==> src/rtl/downcounter_pkg.sv <==
// Shared types and default constants for the loadable down-counting timer.
// Optional auto-reload is selected with the DOWNCOUNTER_AUTO_RELOAD_EN macro.
package downcounter_pkg;

  localparam int DOWNCOUNTER_WIDTH        = 8;
  localparam int DOWNCOUNTER_DEFAULT_LOAD = 10;

  typedef enum logic {
    ST_IDLE = 1'b0,
    ST_RUN  = 1'b1
  } downcounter_state_e;

endpackage : downcounter_pkg

==> src/rtl/downcounter_if.sv <==
// Start/busy handshake and count signals of the down-counting timer.
// downcounter_reload exists only when DOWNCOUNTER_AUTO_RELOAD_EN is defined.
interface downcounter_if
  import downcounter_pkg::*;
#(
  parameter int WIDTH = DOWNCOUNTER_WIDTH
);

  logic             downcounter_start;
  logic [WIDTH-1:0] downcounter_load;
  logic             downcounter_enable;
  logic             downcounter_abort;
`ifdef DOWNCOUNTER_AUTO_RELOAD_EN
  logic             downcounter_reload;
`endif
  logic [WIDTH-1:0] downcounter_out;
  logic             downcounter_busy;
  logic             downcounter_done;

  modport master (
    output downcounter_start,
    output downcounter_load,
    output downcounter_enable,
    output downcounter_abort,
`ifdef DOWNCOUNTER_AUTO_RELOAD_EN
    output downcounter_reload,
`endif
    input  downcounter_out,
    input  downcounter_busy,
    input  downcounter_done
  );

  modport slave (
    input  downcounter_start,
    input  downcounter_load,
    input  downcounter_enable,
    input  downcounter_abort,
`ifdef DOWNCOUNTER_AUTO_RELOAD_EN
    input  downcounter_reload,
`endif
    output downcounter_out,
    output downcounter_busy,
    output downcounter_done
  );

endinterface : downcounter_if

==> src/rtl/downcounter.sv <==
// Loadable down-counting timer: IDLE/RUN FSM, count register, one-cycle done pulse.
// Define DOWNCOUNTER_AUTO_RELOAD_EN to add periodic reload at expiry.
module downcounter
  import downcounter_pkg::*;
#(
  parameter int WIDTH        = DOWNCOUNTER_WIDTH,
  parameter int DEFAULT_LOAD = DOWNCOUNTER_DEFAULT_LOAD
) (
  input  logic   downcounter_clk,
  input  logic   downcounter_reset_n,
  downcounter_if.slave bus
);

  localparam logic [WIDTH-1:0] DEFAULT_VALUE = WIDTH'(DEFAULT_LOAD);

  downcounter_state_e state_reg, state_next;
  logic [WIDTH-1:0]   count_reg, count_next;
  logic               done_reg, done_next;
  logic [WIDTH-1:0]   start_value;
`ifdef DOWNCOUNTER_AUTO_RELOAD_EN
  logic [WIDTH-1:0]   reload_reg, reload_next;
`endif

  // A zero load selects the default period instead of an immediate expiry.
  assign start_value = (bus.downcounter_load == '0) ? DEFAULT_VALUE : bus.downcounter_load;

  always_ff @(posedge downcounter_clk or negedge downcounter_reset_n) begin
    if (!downcounter_reset_n) begin
      state_reg  <= ST_IDLE;
      count_reg  <= '0;
      done_reg   <= 1'b0;
`ifdef DOWNCOUNTER_AUTO_RELOAD_EN
      reload_reg <= '0;
`endif
    end else begin
      state_reg  <= state_next;
      count_reg  <= count_next;
      done_reg   <= done_next;
`ifdef DOWNCOUNTER_AUTO_RELOAD_EN
      reload_reg <= reload_next;
`endif
    end
  end

  always_comb begin
    state_next  = state_reg;
    count_next  = count_reg;
    done_next   = 1'b0;
`ifdef DOWNCOUNTER_AUTO_RELOAD_EN
    reload_next = reload_reg;
`endif
    unique case (state_reg)
      ST_IDLE: begin
        // Abort is meaningless in IDLE, so a start is taken regardless of it.
        if (bus.downcounter_start) begin
          count_next  = start_value;
          state_next  = ST_RUN;
`ifdef DOWNCOUNTER_AUTO_RELOAD_EN
          reload_next = start_value;
`endif
        end
      end
      ST_RUN: begin
        if (bus.downcounter_abort) begin
          state_next = ST_IDLE;
        end else if (bus.downcounter_enable) begin
          if (count_reg != '0) begin
            count_next = count_reg - WIDTH'(1);
          end else begin
            done_next = 1'b1;
`ifdef DOWNCOUNTER_AUTO_RELOAD_EN
            if (bus.downcounter_reload) begin
              count_next = reload_reg;
            end else begin
              state_next = ST_IDLE;
            end
`else
            state_next = ST_IDLE;
`endif
          end
        end
      end
      default: state_next = ST_IDLE;
    endcase
  end

  assign bus.downcounter_out  = count_reg;
  assign bus.downcounter_busy = (state_reg == ST_RUN);
  assign bus.downcounter_done = done_reg;

endmodule : downcounter

==> src/flat_wrapper.sv <==
// flat-port wrapper written by rule: the top's interface ports become plain ports
module downcounter_flat import downcounter_pkg::*;
#(
  parameter int WIDTH        = DOWNCOUNTER_WIDTH,
  parameter int DEFAULT_LOAD = DOWNCOUNTER_DEFAULT_LOAD
)
  (downcounter_clk, downcounter_reset_n, bus_downcounter_start, bus_downcounter_load, bus_downcounter_enable, bus_downcounter_abort, bus_downcounter_out, bus_downcounter_busy, bus_downcounter_done);
  downcounter_if #(.WIDTH(WIDTH)) bus_i ();
  input  logic downcounter_clk;
  input  logic downcounter_reset_n;
  input wire logic [$bits(bus_i.downcounter_start)-1:0] bus_downcounter_start;
  input wire logic [$bits(bus_i.downcounter_load)-1:0] bus_downcounter_load;
  input wire logic [$bits(bus_i.downcounter_enable)-1:0] bus_downcounter_enable;
  input wire logic [$bits(bus_i.downcounter_abort)-1:0] bus_downcounter_abort;
  output wire logic [$bits(bus_i.downcounter_out)-1:0] bus_downcounter_out;
  output wire logic [$bits(bus_i.downcounter_busy)-1:0] bus_downcounter_busy;
  output wire logic [$bits(bus_i.downcounter_done)-1:0] bus_downcounter_done;
  assign bus_i.downcounter_start = bus_downcounter_start;
  assign bus_i.downcounter_load = bus_downcounter_load;
  assign bus_i.downcounter_enable = bus_downcounter_enable;
  assign bus_i.downcounter_abort = bus_downcounter_abort;
  assign bus_downcounter_out = bus_i.downcounter_out;
  assign bus_downcounter_busy = bus_i.downcounter_busy;
  assign bus_downcounter_done = bus_i.downcounter_done;
  downcounter #(.WIDTH(WIDTH), .DEFAULT_LOAD(DEFAULT_LOAD)) u_core (.downcounter_clk(downcounter_clk), .downcounter_reset_n(downcounter_reset_n), .bus(bus_i));
endmodule
==> config.mk <==
export PLATFORM = sky130hd
export DESIGN_NAME = downcounter_flat
export DESIGN_NICKNAME = d
export VERILOG_FILES = /design/src/rtl/downcounter_pkg.sv /design/src/rtl/downcounter_if.sv /design/src/rtl/downcounter.sv /design/src/flat_wrapper.sv
export SDC_FILE = /design/constraint.sdc
export NUM_CORES = 1
export LEC_CHECK = 0
export CAP_MARGIN = 40
export CELL_PAD_IN_SITES_DETAIL_PLACEMENT = 1
export CELL_PAD_IN_SITES_GLOBAL_PLACEMENT = 2
export CORE_ASPECT_RATIO = 1.25
export CORE_MARGIN = 2
export CORE_UTILIZATION = 27
export CTS_BUF_LIST = sky130_fd_sc_hd__clkbuf_8
export CTS_CLUSTER_DIAMETER = 150
export DETAILED_ROUTE_END_ITERATION = 12
export GPL_ROUTABILITY_DRIVEN = 0
export PLACE_DENSITY = 0.86
export RECOVER_POWER = 100
export SYNTH_ARGS = -nofsm -noshare
export SYNTH_HDL_FRONTEND = slang
export SYNTH_SLANG_ARGS = --single-unit
==> constraint.sdc <==
create_clock -name downcounter_clk -period 2.2 [get_ports downcounter_clk]
set_input_delay 0.44 -clock downcounter_clk [delete_from_list [all_inputs] [get_ports downcounter_clk]]
set_output_delay 0.44 -clock downcounter_clk [all_outputs]
set_load 0.01 [all_outputs]
==> metrics <==
Startpoint Class flop; crit end category output pin; Sw Share about two fifths; Pwr Density about 1000 nW/µm²; hold_ws between 0.5 and 0.6 ns; Initial Utilization roughly 28%; clock buffers created by TritonCTS 3; Total Power just over 1 mW; Least-Margin Pin Slew around 0.63 ns; largest net degree at the start of global routing 12; VDD IR-drop max 0.430 mV; commonest cells after routing, fill and taps aside clkdlybuf4s50_1 (11), dlygate4sd3_1 (11), dfrtp_1 (10); Clk network pwr share 22.8%; hold_buf cts 0; nets ~110; status finished, final reports clean; HPWL Detailed between 1500 and 2000 µm; Logic pwr share 41.3%; Util after Layout roughly two fifths; yosys synthesis warning count 0; Max-Cap Viols 0; synthesized net count 87; delay-heaviest family, CP buffers and inverters; DRC 0; Non-Filler Instances ~130; Post-Syn Area roughly 680 µm²; number of library cell types mapped by synthesis 34; Finish-stage setup viols 0; DIE WIDTH 48.8 µm; Clock Skew roughly 0.0035 ns; Post-Route WL ~2000 µm; register area share after synthesis about 37%; DP Area 938 µm²; clk root buf clkbuf_8; ANT nets after route 0; setup TNS 0 ns; CTS Buffer Depth 2; DIE HEIGHT 60.0 µm; row cnt 20; port bufs 22; # clock sinks 10; critical path data required time between 1.5 and 2 ns; initial antenna violation count 0; routed vias/inst 5.23; vias in the first global route 705; final instance area just under 1000 µm²; Hold Fails Final Rpt 0; router iterations before antenna repair 4; DR vias between 600 and 700; antenna cells 0; first-pass GRT wire length 3330 µm; hold crit path type flop to flop; Resize count post-CTS 0; number of placed cells counting well taps between 100 and 150; Final Slew Violations 0; pre-CTS setup slack 0.216 ns; Crit-path slowest cell dlygate4sd3_1; CTS tree yes; min cycle time layout approximately 1.9 ns; Yosys reg bits 10; H-tree levels 1; DRT iter0 DRCs 8; IO Pins 23; routed len/inst around 15 µm; Total GRT Usage between 10% and 20%; final worst slack about 0.28 ns; clk slew on worst S/H paths approximately 0.050 ns; postcts setup bufs 0; area grow syn2layout 45.8%; Cells after Synth 72; Rel. slew slack between 50 and 60%; die area around 2900 µm²; crit-path max cell delay ~0.66 ns; crit path buf inv count 1; RSZ-0062 raised after global routing false; Net Switching roughly 400 µW; Crit Path Max Fanout 11; layout cell share with drive strength beyond 1 10.2%; Skew-Pair Late Insertion Delay around 0.24 ns; crit path DAT ~1.5 ns; Crit Path Category flop to output pin; crit-path cells dlygate4sd3_1; Syn Area/Cell 9.40 µm²; leakage power 0.397 nW; Fmax achieved 0.522 GHz; global route total overflow 0; part of the power in registers between 30% and 40%; crit share post-route 87.1%; area of the core roughly 2400 µm²; internal power 631 µW
==> cells by family after synthesis <==
| kind of cell | synth area share, % |
|---|---|
| AO/OA/AOI/OAI | 21.1 |
| adder cells (fa/ha/maj) | 3.70 |
| buffers and inverters | 4.99 |
| flip-flops | 37.0 |
| multiplexers | 2.96 |
| AND/OR/NAND/NOR | 30.3 |
==> routing by layer <==
| layer | global-route usage [%] | vias up | wire length, µm |
|---|---|---|---|
| met5 | 0 | - | 0 |
| li1 | - | 328 | - |
| met2 | 26.0 | 20 | 967 |
| met4 | 10.6 | 0 | 53 |
| met1 | 17.7 | 332 | 884 |
| met3 | 3.25 | 5 | 86 |
==> path summary, 6_finish.rpt <==
path | startpoint | endpoint | slack, ns | cells after the start
min reg2reg | u_core.bus.downcounter_out[3] | u_core.bus.downcounter_out[3] | 0.57 | 1
max reg2reg | u_core.bus.downcounter_out[0] | u_core.bus.downcounter_out[0] | 0.33 | 6
max in group asynchronous | downcounter_reset_n | u_core.bus.downcounter_busy | 1.27 | 1
max | u_core.bus.downcounter_busy | bus_downcounter_busy | 0.28 | 1
min in group asynchronous | downcounter_reset_n | u_core.bus.downcounter_out[3] | 0.60 | 1
min | u_core.bus.downcounter_out[3] | u_core.bus.downcounter_out[3] | 0.57 | 1
==> layout make-up <==
class / instances / area [µm²]
Multi-Input combinational cell: 56 / 387
Fill cell: 302 / 1420
Timing Repair Buffer: 25 / 243
Inverter: 3 / 11.3
Clock buffer: 4 / 55.1
Sequential cell: 10 / 250
Tap cell: 33 / 41.3
==> cell usage after synthesis <==
master / instances / area share [%]
a21oi_1: 2 / 1.5
a22o_1: 1 / 1.3
a2bb2oi_1: 3 / 3.9
a31o_2: 1 / 1.3
a31oi_1: 2 / 1.8
a32oi_1: 1 / 1.3
and2_1: 1 / 0.92
and4_1: 1 / 1.3
buf_4: 1 / 1.1
buf_6: 1 / 1.7
clkbuf_1: 1 / 0.55
dfrtp_1: 10 / 37
ha_1: 2 / 3.7
inv_1: 3 / 1.7
mux2i_1: 2 / 3.0
nand2_1: 6 / 3.3
nand3_1: 7 / 5.2
nand3b_1: 1 / 1.1
nand3b_4: 1 / 3.0
nand4_1: 1 / 0.92
nor2_1: 6 / 3.3
nor2b_1: 1 / 0.92
nor3_1: 1 / 0.74
nor3_4: 1 / 2.4
nor4_1: 2 / 1.8
nor4_2: 1 / 1.8
nor4b_1: 1 / 1.3
o211ai_1: 3 / 3.3
o21ai_0: 2 / 1.5
o22a_1: 2 / 2.6
o2bb2ai_1: 1 / 1.3
o311ai_0: 1 / 1.3
or2b_1: 1 / 1.1
or4_1: 1 / 1.1
==> registers in the layout, indices dropped and copies added (netlist names) <==
signal,flops
u_core.bus.downcounter_busy,1
u_core.bus.downcounter_out,8
u_core.bus.downcounter_done,1
==> power groups by stage <==
| stage | sequential (mW) | clock, mW | combinational [mW] |
|---|---|---|---|
| global route | 0.381 | 0.246 | 0.467 |
| finish | 0.366 | 0.233 | 0.421 |
| CTS | 0.377 | 0.239 | 0.452 |
| global placement | 0.376 | 0 | 0.446 |
| detailed placement | 0.379 | 0 | 0.451 |
| floorplan | 0.377 | 0 | 0.212 |
(Power assumes the default switching activity.)
